File: src/rtl/mem_copy_engine.sv
// Block-transfer engine for a word memory: overlap-safe copy (memmove) or
// constant fill, one word per clock, driving the memory's write and async read ports.
module mem_copy_engine #(
    parameter int ADDRESS_WIDTH = 16,
    parameter int DATA_WIDTH    = 16
) (
    input  logic                     i_clk,
    input  logic                     i_rst,
    input  logic                     i_start,
    input  logic                     i_mode,
    input  logic [ADDRESS_WIDTH-1:0] i_source_address,
    input  logic [ADDRESS_WIDTH-1:0] i_destination_address,
    input  logic [ADDRESS_WIDTH-1:0] i_length,
    input  logic [DATA_WIDTH-1:0]    i_fill_value,
    input  logic                     i_abort,
    output logic                     o_busy,
    output logic                     o_done,
    output logic                     o_aborted,
    output logic                     o_mem_write_enable,
    output logic [ADDRESS_WIDTH-1:0] o_mem_write_address,
    output logic [DATA_WIDTH-1:0]    o_mem_write_data,
    output logic [ADDRESS_WIDTH-1:0] o_mem_read_address,
    input  logic [DATA_WIDTH-1:0]    i_mem_read_data
);

    typedef enum logic [1:0] {
        ST_IDLE,
        ST_RUN,
        ST_DONE
    } state_t;

    state_t                   r_state;
    logic                     r_mode;
    logic                     r_descend;
    logic [DATA_WIDTH-1:0]    r_fill_value;
    logic [ADDRESS_WIDTH-1:0] r_src_ptr;
    logic [ADDRESS_WIDTH-1:0] r_dst_ptr;
    logic [ADDRESS_WIDTH-1:0] r_remaining;
    logic                     r_busy;
    logic                     r_done;
    logic                     r_aborted;
    logic                     r_we;

    logic [ADDRESS_WIDTH-1:0] w_diff;
    logic [ADDRESS_WIDTH-1:0] w_last_offset;
    logic [ADDRESS_WIDTH-1:0] w_step;
    logic                     w_descend;

    // A copy must run backwards when the destination starts inside the source
    // block, otherwise the first writes would clobber source words not yet read.
    assign w_diff        = i_destination_address - i_source_address;
    assign w_descend     = !i_mode && (w_diff != '0) && (w_diff < i_length);
    assign w_last_offset = i_length - ADDRESS_WIDTH'(1);
    assign w_step        = r_descend ? '1 : ADDRESS_WIDTH'(1);

    // NOTE: every register here is written with <= so all of them update from
    // the same pre-edge values; blocking assignments would create ordering races.
    always_ff @(posedge i_clk or posedge i_rst) begin
        if (i_rst) begin
            r_state      <= ST_IDLE;
            r_mode       <= 1'b0;
            r_descend    <= 1'b0;
            r_fill_value <= '0;
            r_src_ptr    <= '0;
            r_dst_ptr    <= '0;
            r_remaining  <= '0;
            r_busy       <= 1'b0;
            r_done       <= 1'b0;
            r_aborted    <= 1'b0;
            r_we         <= 1'b0;
        end else begin
            case (r_state)
                ST_IDLE: begin
                    r_done <= 1'b0;
                    if (i_start) begin
                        r_mode       <= i_mode;
                        r_descend    <= w_descend;
                        r_fill_value <= i_fill_value;
                        r_remaining  <= i_length;
                        r_aborted    <= 1'b0;
                        r_src_ptr    <= w_descend ? i_source_address + w_last_offset
                                                  : i_source_address;
                        r_dst_ptr    <= w_descend ? i_destination_address + w_last_offset
                                                  : i_destination_address;
                        if (i_length == '0) begin
                            r_state <= ST_DONE;
                            r_done  <= 1'b1;
                        end else begin
                            r_state <= ST_RUN;
                            r_busy  <= 1'b1;
                            r_we    <= 1'b1;
                        end
                    end
                end

                ST_RUN: begin
                    r_src_ptr   <= r_src_ptr + w_step;
                    r_dst_ptr   <= r_dst_ptr + w_step;
                    r_remaining <= r_remaining - ADDRESS_WIDTH'(1);
                    if (i_abort || (r_remaining == ADDRESS_WIDTH'(1))) begin
                        r_state   <= ST_DONE;
                        r_busy    <= 1'b0;
                        r_we      <= 1'b0;
                        r_done    <= 1'b1;
                        r_aborted <= i_abort;
                    end
                end

                ST_DONE: begin
                    r_state <= ST_IDLE;
                    r_done  <= 1'b0;
                end

                default: begin
                    r_state <= ST_IDLE;
                    r_busy  <= 1'b0;
                    r_we    <= 1'b0;
                    r_done  <= 1'b0;
                end
            endcase
        end
    end

    // Copy data is the memory's same-cycle async read of the source pointer.
    assign o_mem_write_data    = r_we ? (r_mode ? r_fill_value : i_mem_read_data) : '0;
    assign o_mem_write_enable  = r_we;
    assign o_mem_write_address = r_dst_ptr;
    assign o_mem_read_address  = r_src_ptr;
    assign o_busy              = r_busy;
    assign o_done              = r_done;
    assign o_aborted           = r_aborted;

endmodule
File: config.mk
export PLATFORM = sky130hd
export DESIGN_NAME = mem_copy_engine
export DESIGN_NICKNAME = d
export VERILOG_FILES = /design/src/rtl/mem_copy_engine.sv
export SDC_FILE = /design/constraint.sdc
export NUM_CORES = 1
export LEC_CHECK = 0
export CAP_MARGIN = 20
export CORE_AREA = 2 2 127 154
export CTS_BUF_LIST = sky130_fd_sc_hd__clkbuf_4
export CTS_CLUSTER_DIAMETER = 60
export DETAILED_ROUTE_END_ITERATION = 8
export DIE_AREA = 0 0 129 156
export GPL_TIMING_DRIVEN = 0
export PLACE_DENSITY = 0.77
export REMOVE_ABC_BUFFERS = 1
export SYNTH_ARGS = -nofsm -noshare
export SYNTH_HDL_FRONTEND = slang
export SYNTH_SLANG_ARGS = --single-unit
File: constraint.sdc
create_clock -name i_clk -period 3.69 [get_ports i_clk]
set_input_delay 0.9225 -clock i_clk [delete_from_list [all_inputs] [get_ports i_clk]]
set_output_delay 0.9225 -clock i_clk [all_outputs]
set_load 0.03 [all_outputs]
After elaboration in Yosys (flattened, before gate mapping)
Index checks and enable logic that the tools add are counted.

Output and inout port bits: 52. Memories: 0. Bits in registers: 71. Memory bits (writable): 0. Memory bits (read-only): 0. Latch bits: 0.

Add/sub/neg operators: 7. Order comparisons: 1. Shifts and indexed selects: 0. Multiplexer cells: 26. $mul: 0. Equality and inequality tests: 6. Bitwise gates (word level): 1. Divide/modulo/power cells: 0. Reductions and logical operators: 13.

Operator list (count): 16-bit two-way mux (8); 16-bit one-hot mux with 2 select lines (3); 16-bit adder (4); 16-bit by 1-bit subtractor with 16-bit output, second input constant (2); 16-bit by 1-bit == test with 1-bit output, second input constant (1); 16-bit zero test (1); 16-bit < comparator (1); 16-bit nonzero test (1); 16-bit subtractor (1); 1-bit two-way mux (8); 2-bit two-way mux (3); 2-bit != test, second input constant (3); 2-bit AND reduction (3); 1-bit one-hot mux with 2 select lines (2); 2-bit one-hot mux with 2 select lines (1); 4-bit AND reduction (1); 1-bit one-hot mux with 3 select lines (1); 3-bit AND reduction (1); 2-bit by 1-bit == test with 1-bit output, second input constant (1); 2-bit == test, second input constant (1); 1-bit logical AND (2); 2-bit zero test (1); 2-bit nonzero test (1); 1-bit zero test (1); 2 further kinds (2).

Depth between registers and ports, before layout
Gate-level depths: netlist of the first run.

Depth in word-level cells: 7. Gate-level depth with buffers: 21.

Least setup slack after synthesis of the first run
Ideal clock, no wire load.

Path type: input to register. From: input i_source_address[6]. To: register r_src_ptr[6] (netlist: o_mem_read_address[6]). Arrival time: 4948 ps. Cell stages on the path: 20. Setup time: 122 ps. Required time: 3568 ps. Buffers on the path: 4. Path slack: -1380 ps. Path through: inv_1 ha_1 clkbuf_2 nand4_1 a2111oi_2 o21ai_1 a31oi_1 mux2i_1 and4_1 buf_2 clkinv_2 ha_1 a211o_1 a31oi_1 and2_1 clkbuf_1 nand2_1 clkbuf_1 or3b_1 a32o_1.

Word-level cells in the longest chain between the ends: 7.

RTL lines: start, declared (line 11) `input logic [ADDRESS_WIDTH-1:0] i_source_address,`; parallel branches: the longest is 4 deep, another holds 16-bit subtractor; 16-bit two-way mux (*) (line 81) `r_src_ptr <= w_descend ? i_source_address + w_last_offset`; 16-bit two-way mux (*) (line 75) `if (i_start) begin`; 16-bit one-hot mux with 2 select lines (*) (line 72) `case (r_state)`; end signal, assigned (line 81); end signal, assigned (line 97) `r_src_ptr <= r_src_ptr + w_step;`; end, declared (line 36) `logic [ADDRESS_WIDTH-1:0] r_src_ptr;`.

Mark *: on every way between the ends. The select of a mux whose other input is x is not followed. A chain may end at the register's enable or synchronous reset.

Worst setup path after layout of the first run
From: input i_destination_address[4]. To: register r_dst_ptr[1] (netlist: o_mem_write_address[1]).

Word-level cells in the longest chain between the ends: 7.

RTL lines: start, declared (line 12) `input logic [ADDRESS_WIDTH-1:0] i_destination_address,`; 16-bit subtractor (*) (line 51) `assign w_diff = i_destination_address - i_source_address;`; parallel branches: the longest is 2 deep, another holds 16-bit < comparator; 1-bit logical AND (*) (line 52) `assign w_descend = !i_mode && (w_diff != '0) && (w_diff < i_length);`; 16-bit two-way mux (*) (line 83) `r_dst_ptr <= w_descend ? i_destination_address + w_last_offset`; 16-bit two-way mux (*) (line 75); 16-bit one-hot mux with 2 select lines (*) (line 72); end signal, assigned (line 83); end signal, assigned (line 98) `r_dst_ptr <= r_dst_ptr + w_step;`; end, declared (line 37) `logic [ADDRESS_WIDTH-1:0] r_dst_ptr;`.

Marked as above.

==> out/metrics.csv, run 1 <==
stage,metric,value,unit
clock_network,clk_latency,0.50,ns
setup_path,required,4.09,ns
setup_path,timing.rr.end,o_mem_write_address[15]$_DFFE_PP0P_,
timing,setup_violations,33,
detailed_routing,wirelength,30.0,mm
final_layout,syn2layout_area_growth,38.6,%
pwr,vdd_ir_drop_max,586,uV
global_routing,grt_max_degree,49,
setup_path,r2r-start,r_descend$_DFFE_PP0P_,
clock_network,cts_inserted_buffers,9,
pwr,swShare,50.8,%
min_path,min_path_type,flip-flop to flip-flop,
timing,drv_slew,0,
global_routing,grt_pass1_vias,9049,
setup_path,crit_family,compound AO/OA/AOI/OAI gates,
timing,grt_setup_unrepaired,true,
setup_path,critPathLaunch,i_destination_address[4],
detailed_routing,ant_nets,0,
setup_path,critical_path_arrival,4.57,ns
setup_path,r2r_cells,11,
timing,maxClockFrequency,240,MHz
synthesis,synth_most_common_cell,nand2_1,
setup_path,cp-end-kind,flip-flop,
timing,slew_headroom,39.1,%
detailed_routing,drt-pass1-iter-count,5,
timing,min_period,4.17,ns
setup_path,path_buf_inv,2,
detailed_routing,via_per_inst,6.16,
clock_network,clockRootBuffer,clkbuf_4,
synthesis,postSynth.asyncResetShare,100,%
synthesis,synth_common_cells,"nand2_1, ha_1, nor2_1, inv_1, dfrtp_1",
status,violations,setup timing,
timing,hold_violations,0,
synthesis,synth_ff_type,dfrtp_1,
flow_run,drv_cap,0,
floorplan,row_count,55,
timing,hold_slack,0.492,ns
pwr,internal_power,4.23,mW
pwr,leakage,4.89,nW
global_routing,grt-ovfl-total,0,
pwr,power_density,739,nW/um2
clock_network,clock-sinks,71,
pwr,comb_power_share,73.7,%
setup_path,max_stage_delay,0.32,ns
timing,fin_skew,0.0158,ns
pwr,power.share.clock,7.1,%
status,status,"finished, violations left",
final_layout,fin_nets,1445,
timing,fin_tns_setup,-12.25,ns
setup_path,critPathLaunchType,input pin,
synthesis,synthesis.instances,1082,
clock_network,clkTransAtPathRegs,0.14,ns
timing,min_period_over_period,113,%
synthesis,synth_edf_count,0,
floorplan,fp.coreArea,18600,um2
setup_path,crit_chain,"clkbuf_4, ha_4, nand4_1, a2111oi_4, o21a_1, o21ai_0, and2_1, ha_1, a21o_1, a21o_1, a21oi_2, o21ai_2, a31oi_4, and2_4, buf_4, nand2_4, or3_1, a32o_1",
setup_path,cp_slowest_cell,a2111oi_4,
placed_design,dp_hpwl,20.5,mm
clock_network,h-tree-depth,3,
timing,tightest_slew,0.913,ns
global_routing,antenna_found_initial,1,
final_layout,drive_above_1_share,18.8,%
timing,fin_ws,-0.477,ns
setup_path,path_depth,18,
synthesis,synth_top_cell_by_area,dfrtp_1,
setup_path,path_max_fanout,6,
synthesis,synth.top_cell.area_share,21.1,%
placed_design,io_buffers,136,
pwr,p_switching,4.38,mW
min_path,worstHoldPathCells,2,
floorplan,die_h,156,um
clock_network,tritoncts,done,
placed_design,gp_congestion,0.925,
detailed_routing,vias,9400,
global_routing,gr-usage-all-layers,28.0,%
synthesis,synth_area_leaders,"dfrtp_1, ha_1, nand2_1, xnor2_1, nor2_1",
setup_path,cpMostUsedCell,a21o_1,
synthesis,ys_ff_latch,71,
floorplan,io_pins,137,
detailed_routing,first_iter_violations,843,
floorplan,die_area,20100,um2
setup_path,crit_end,o_mem_write_address[1]$_DFFE_PP0P_,
setup_path,r2r_slack,-0.18,ns
floorplan,start_util,45.0,%
synthesis,syn-cell-area,8400,um2
setup_path,path_class,input pin to flip-flop,
synthesis,yosys_warnings,0,
detailed_routing,avgRoutedWirePerCell,19.7,um
pwr,seq_power_share,19.2,%
global_routing,grt_pass1_wl,44.9,mm
detailed_routing,drc,0,
synthesis,synthDistinctLibCells,83,
clock_network,clk_path_buf_depth,2,
synthesis,synth_area_per_cell,7.76,um2
synthesis,yosysSeqAreaShare,21.1,%
floorplan,die_x,129,um
-- area by class of cell --
| type | count | area, um2 |
|---|---|---|
| antenna | 1 | 2.50 |
| clock buffer | 9 | 67.6 |
| clock inverter | 7 | 95.1 |
| fill | 1514 | 7000 |
| inverter | 75 | 302 |
| multi-input combinational | 897 | 7010 |
| sequential | 71 | 1780 |
| tap | 256 | 320 |
| timing repair buffer | 209 | 2070 |
-- registers in the layout (all words and copies together), names as in the netlist --
signal,flops
o_mem_write_address,16
o_mem_write_enable,1
r_remaining,16
o_done,1
r_mode,1
r_descend,1
o_mem_read_address,16
r_fill_value,16
o_aborted,1
r_state,2
-- worst min path at each step --
stage	from	to	slack, ns
4_1_cts	r_fill_value[11]$_DFFE_PP0P_	r_fill_value[11]$_DFFE_PP0P_	0.50
6_report	r_remaining[11]$_DFFE_PP0P_	r_remaining[11]$_DFFE_PP0P_	0.49
3_3_place_gp	r_remaining[11]$_DFFE_PP0P_	r_remaining[11]$_DFFE_PP0P_	0.46
5_1_grt	o_done$_DFFE_PP0P_	o_done$_DFFE_PP0P_	0.53
2_1_floorplan	r_remaining[11]$_DFFE_PP0P_	r_remaining[11]$_DFFE_PP0P_	0.44
3_5_place_dp	r_fill_value[11]$_DFFE_PP0P_	r_fill_value[11]$_DFFE_PP0P_	0.46
-- layer usage --
metal,GRT usage (%),vias to the layer above,part of all wire (%)
met5,0,-,0
met2,48.0,450,49
met4,15.3,0,5.2
li1,-,4376,-
met3,3.29,114,7.0
met1,34.0,4460,39
-- power groups by stage --
stage	sequential [mW]	clock [mW]	combinational [mW]
floorplan	1.94	0	3.49
global placement	1.67	0	5.33
detailed placement	1.66	0	5.62
CTS	1.64	0.624	5.94
global route	1.70	0.653	6.89
finish	1.65	0.615	6.34
-- logic make-up after synthesis --
group	share of synthesized area, %
simple gates	24.5
compound gates	24.8
buf+inv	5.60
xor+xnor	6.26
mux	2.74
fa+ha+maj	14.9
flops	21.1
-- metrics by stage --
step | utilization [%] | area (um2) | setup WS (ns) | total power [mW] | cells
after global placement | 53.1 | 9890 | -3.41 | 7.00 | 1433
after global routing | 62.4 | 11600 | -0.542 | 9.25 | 1525
after CTS | 59.8 | 11100 | -0.391 | 8.21 | 1505
after detailed placement | 54.0 | 10100 | -3.35 | 7.27 | 1440
after floorplan | - | 8210 | -1.45 | 5.44 | 1041
final | 62.4 | 11600 | -0.477 | 8.61 | 1525
-- placed cells by master (no fill, tap or decap), types with 13 or more instances in the layout --
cell	n
clkdlybuf4s50_1	106
a31oi_1	24
ha_4	18
or3_1	22
nand2_1	111
nor2b_1	26
nor3_1	37
o21a_1	15
dfrtp_1	71
o21ai_1	13
ha_1	74
a21oi_1	47
o21ai_0	45
buf_4	55
buf_6	14
inv_1	61
xnor2_1	39
nand3_1	31
and3_1	17
mux2i_1	20
nor4_1	15
xor2_1	13
a21o_1	14
nor2_1	79
-- worst min-delay path, delay by kind of cell, from the launching register on --
kind            cells  cell delay, ns
flops               1            0.36
simple gates        1            0.04
compound gates      1            0.06
-- what timing repair did --
item	CTS	global route
setup buffers	47	17
cloned	2	1
endpoints found under the setup margin	33	33
resized for setup	216	54
hold buffers	0	0
pin swaps	69	36
Note: power is estimated with default switching activity, not from simulation.
==> run 2: changes to the inputs <==
RECOVER_POWER = 25   (was unset)
==> run 2 against run 1 <==
The run ends with capacitance limit, slew limit, setup timing left. Sequential cell count did not move. First-iteration DRC count shrank 0.12%. Cell area down 0.14%. Wire length is essentially flat. Die area is the same. Non-clock buffer count unchanged. Register-to-register slack barely moved. Fmax barely moved. Combinational power about the same. Highest routed layer unchanged.
==> out/metrics.csv, run 2 (same netlist as run 1, synthesis figures left out) <==
stage,metric,value,unit,change
global_routing,grt-ovfl-total,0,,unchanged
setup_path,critPathLaunchType,input pin,,
clock_network,cts_inserted_buffers,9,,unchanged
floorplan,fp.coreArea,18600,um2,unchanged
setup_path,required,4.09,ns,about the same
flow_run,drv_cap,1,,+1
final_layout,stdcell_area,11600,um2,-0.14%
final_layout,syn2layout_area_growth,38.4,%,
floorplan,start_util,45.0,%,unchanged
setup_path,crit_chain,"buf_4, inv_2, ha_4, nor2_2, a2111oi_4, o21a_1, o21ai_0, and2_1, ha_1, a21o_1, a21o_1, a21oi_2, o21ai_2, a31oi_4, and2_4, buf_4, nand2_4, or3_1, a32o_1",,
final_layout,final_common_cell,nand2_1,,
status,status,"finished, violations left",,
floorplan,die_x,129,um,unchanged
timing,drv_slew,34,,+34
setup_path,path_buf_inv,3,,+1
clock_network,tritoncts,done,,
final_layout,fin_nets,1445,,unchanged
setup_path,cp_slowest_cell,a2111oi_4,,
setup_path,path_max_fanout,6,,unchanged
setup_path,crit_family,compound AO/OA/AOI/OAI gates,,
pwr,leakage,4.88,nW,-0.19%
clock_network,clk_path_buf_depth,2,,unchanged
setup_path,max_stage_delay,0.42,ns,+0.10 ns
timing,hold_violations,0,,unchanged
global_routing,grt_max_degree,49,,unchanged
floorplan,die_area,20100,um2,unchanged
detailed_routing,wirelength,30.0,mm,about the same
timing,fin_ws,-0.474,ns,+0.00293 ns
clock_network,clk_latency,0.50,ns,about the same
final_layout,fillers,1515,,+0.066%
placed_design,dpl_cell_area,10100,um2,unchanged
final_layout,drive_above_1_share,18.8,%,unchanged
timing,fin_tns_setup,-12.31,ns,-0.0564 ns
pwr,vdd_ir_drop_max,588,uV,+0.32%
status,violations,"capacitance limit, slew limit, setup timing",,
detailed_routing,vias,9437,,+0.39%
floorplan,die_h,156,um,unchanged
timing,min_period,4.16,ns,-0.00293 ns
timing,maxClockFrequency,240,MHz,about the same
global_routing,gr-usage-all-layers,28.0,%,unchanged
global_routing,antenna_found_initial,1,,unchanged
placed_design,dp_slack,-3.35,ns,unchanged
detailed_routing,drt-pass1-iter-count,5,,unchanged
timing,min_period_over_period,113,%,about the same
global_routing,grt_pass1_wl,44.9,mm,unchanged
timing,setup_violations,33,,unchanged
pwr,power_density,740,nW/um2,+0.15%
global_routing,grt_pass1_vias,9049,,unchanged
detailed_routing,via_per_inst,6.19,,+0.39%
clock_network,clkTransAtPathRegs,0.14,ns,about the same
min_path,min_path_type,flip-flop to flip-flop,,
setup_path,critical_path_arrival,4.57,ns,about the same
timing,tightest_slew,1.61,ns,+0.695 ns
timing,fin_skew,0.0156,ns,-0.000184 ns
clock_network,clock-sinks,71,,unchanged
timing,hold_slack,0.492,ns,+0.00000300 ns
detailed_routing,drc,0,,unchanged
detailed_routing,first_iter_violations,842,,-0.12%
setup_path,path_class,input pin to flip-flop,,
placed_design,io_buffers,136,,unchanged
detailed_routing,ant_nets,0,,unchanged
final_layout,layout_common_cells,"nand2_1, clkdlybuf4s50_1, nor2_1",,
placed_design,dp_hpwl,20.5,mm,unchanged
clock_network,hold_buffers,0,,unchanged
setup_path,cp-end-kind,flip-flop,,
floorplan,row_count,55,,unchanged
timing,slew_headroom,-7.82,%,-47 points
clock_network,clockRootBuffer,clkbuf_4,,
detailed_routing,avgRoutedWirePerCell,19.7,um,about the same
clock_network,h-tree-depth,3,,unchanged
placed_design,gp_congestion,0.925,,unchanged
pwr,power,8.61,mW,about the same
floorplan,io_pins,137,,unchanged
timing,grt_setup_unrepaired,true,,
==> run 2: area by class of cell <==
type / count / area (um2) / share of cell area [%]
Antenna cell: 1 / 2.50 / 0.0215
Clock buffer: 9 / 67.6 / 0.581
Clock inverter: 7 / 95.1 / 0.818
Inverter: 75 / 300 / 2.58
Multi-Input combinational cell: 897 / 7010 / 60.3
Sequential cell: 71 / 1780 / 15.3
Tap cell: 256 / 320 / 2.75
Timing Repair Buffer: 209 / 2060 / 17.7
==> run 2: path summary, 6_finish.rpt <==
| check | startpoint | to | slack [ns] | cells after the start |
|---|---|---|---|---|
| worst max register to register | r_descend$_DFFE_PP0P_ | o_mem_write_address[15]$_DFFE_PP0P_ | -0.18 | 11 |
| worst max-delay path | i_source_address[2] | o_mem_write_address[1]$_DFFE_PP0P_ | -0.47 | 19 |
| max in group asynchronous | i_rst | r_remaining[4]$_DFFE_PP0P_ | 0.83 | 3 |
| worst min-delay path | r_remaining[11]$_DFFE_PP0P_ | r_remaining[11]$_DFFE_PP0P_ | 0.49 | 2 |
| min in group asynchronous | i_rst | o_mem_write_address[13]$_DFFE_PP0P_ | 1.24 | 2 |
| worst min register to register | r_remaining[11]$_DFFE_PP0P_ | r_remaining[11]$_DFFE_PP0P_ | 0.49 | 2 |
==> run 2: timing repair <==
action | CTS | global route
gates resized for setup | 216 | 54
setup buffers | 47 | 17
gates cloned | 2 | 1
endpoints found under the setup margin | 33 | 33
hold endpoints to repair | 0 | 0
pin swaps | 69 | 36
==> run 2: power by group <==
group	total, mW	switching, mW	internal, mW	leakage (nW)
registers	1.65	0.461	1.19	0.850
logic	6.34	3.58	2.76	3.94
clock network	0.615	0.341	0.275	0.0863
total	8.61	4.38	4.23	4.88
==> run 2: layer usage <==
metal	vias up	global-route usage, %	wire, um
li1	4380	-	-
met1	4475	34.0	11500
met2	467	48.0	14700
met3	115	3.29	2200
met4	0	15.3	1590
met5	-	0	0
==> run 2: per-stage QoR <==
step,utilization (%),cells
CTS,59.8,1505
floorplan,-,1041
global placement,53.1,1433
global route,62.4,1525
finish,62.4,1525
detailed placement,54.0,1440
==> run 2: worst min-delay path, cell delays in order (launching register included) <==
cell and delay, ns:
dfrtp_1 0.36, nand2_1 0.04, o21ai_0 0.06
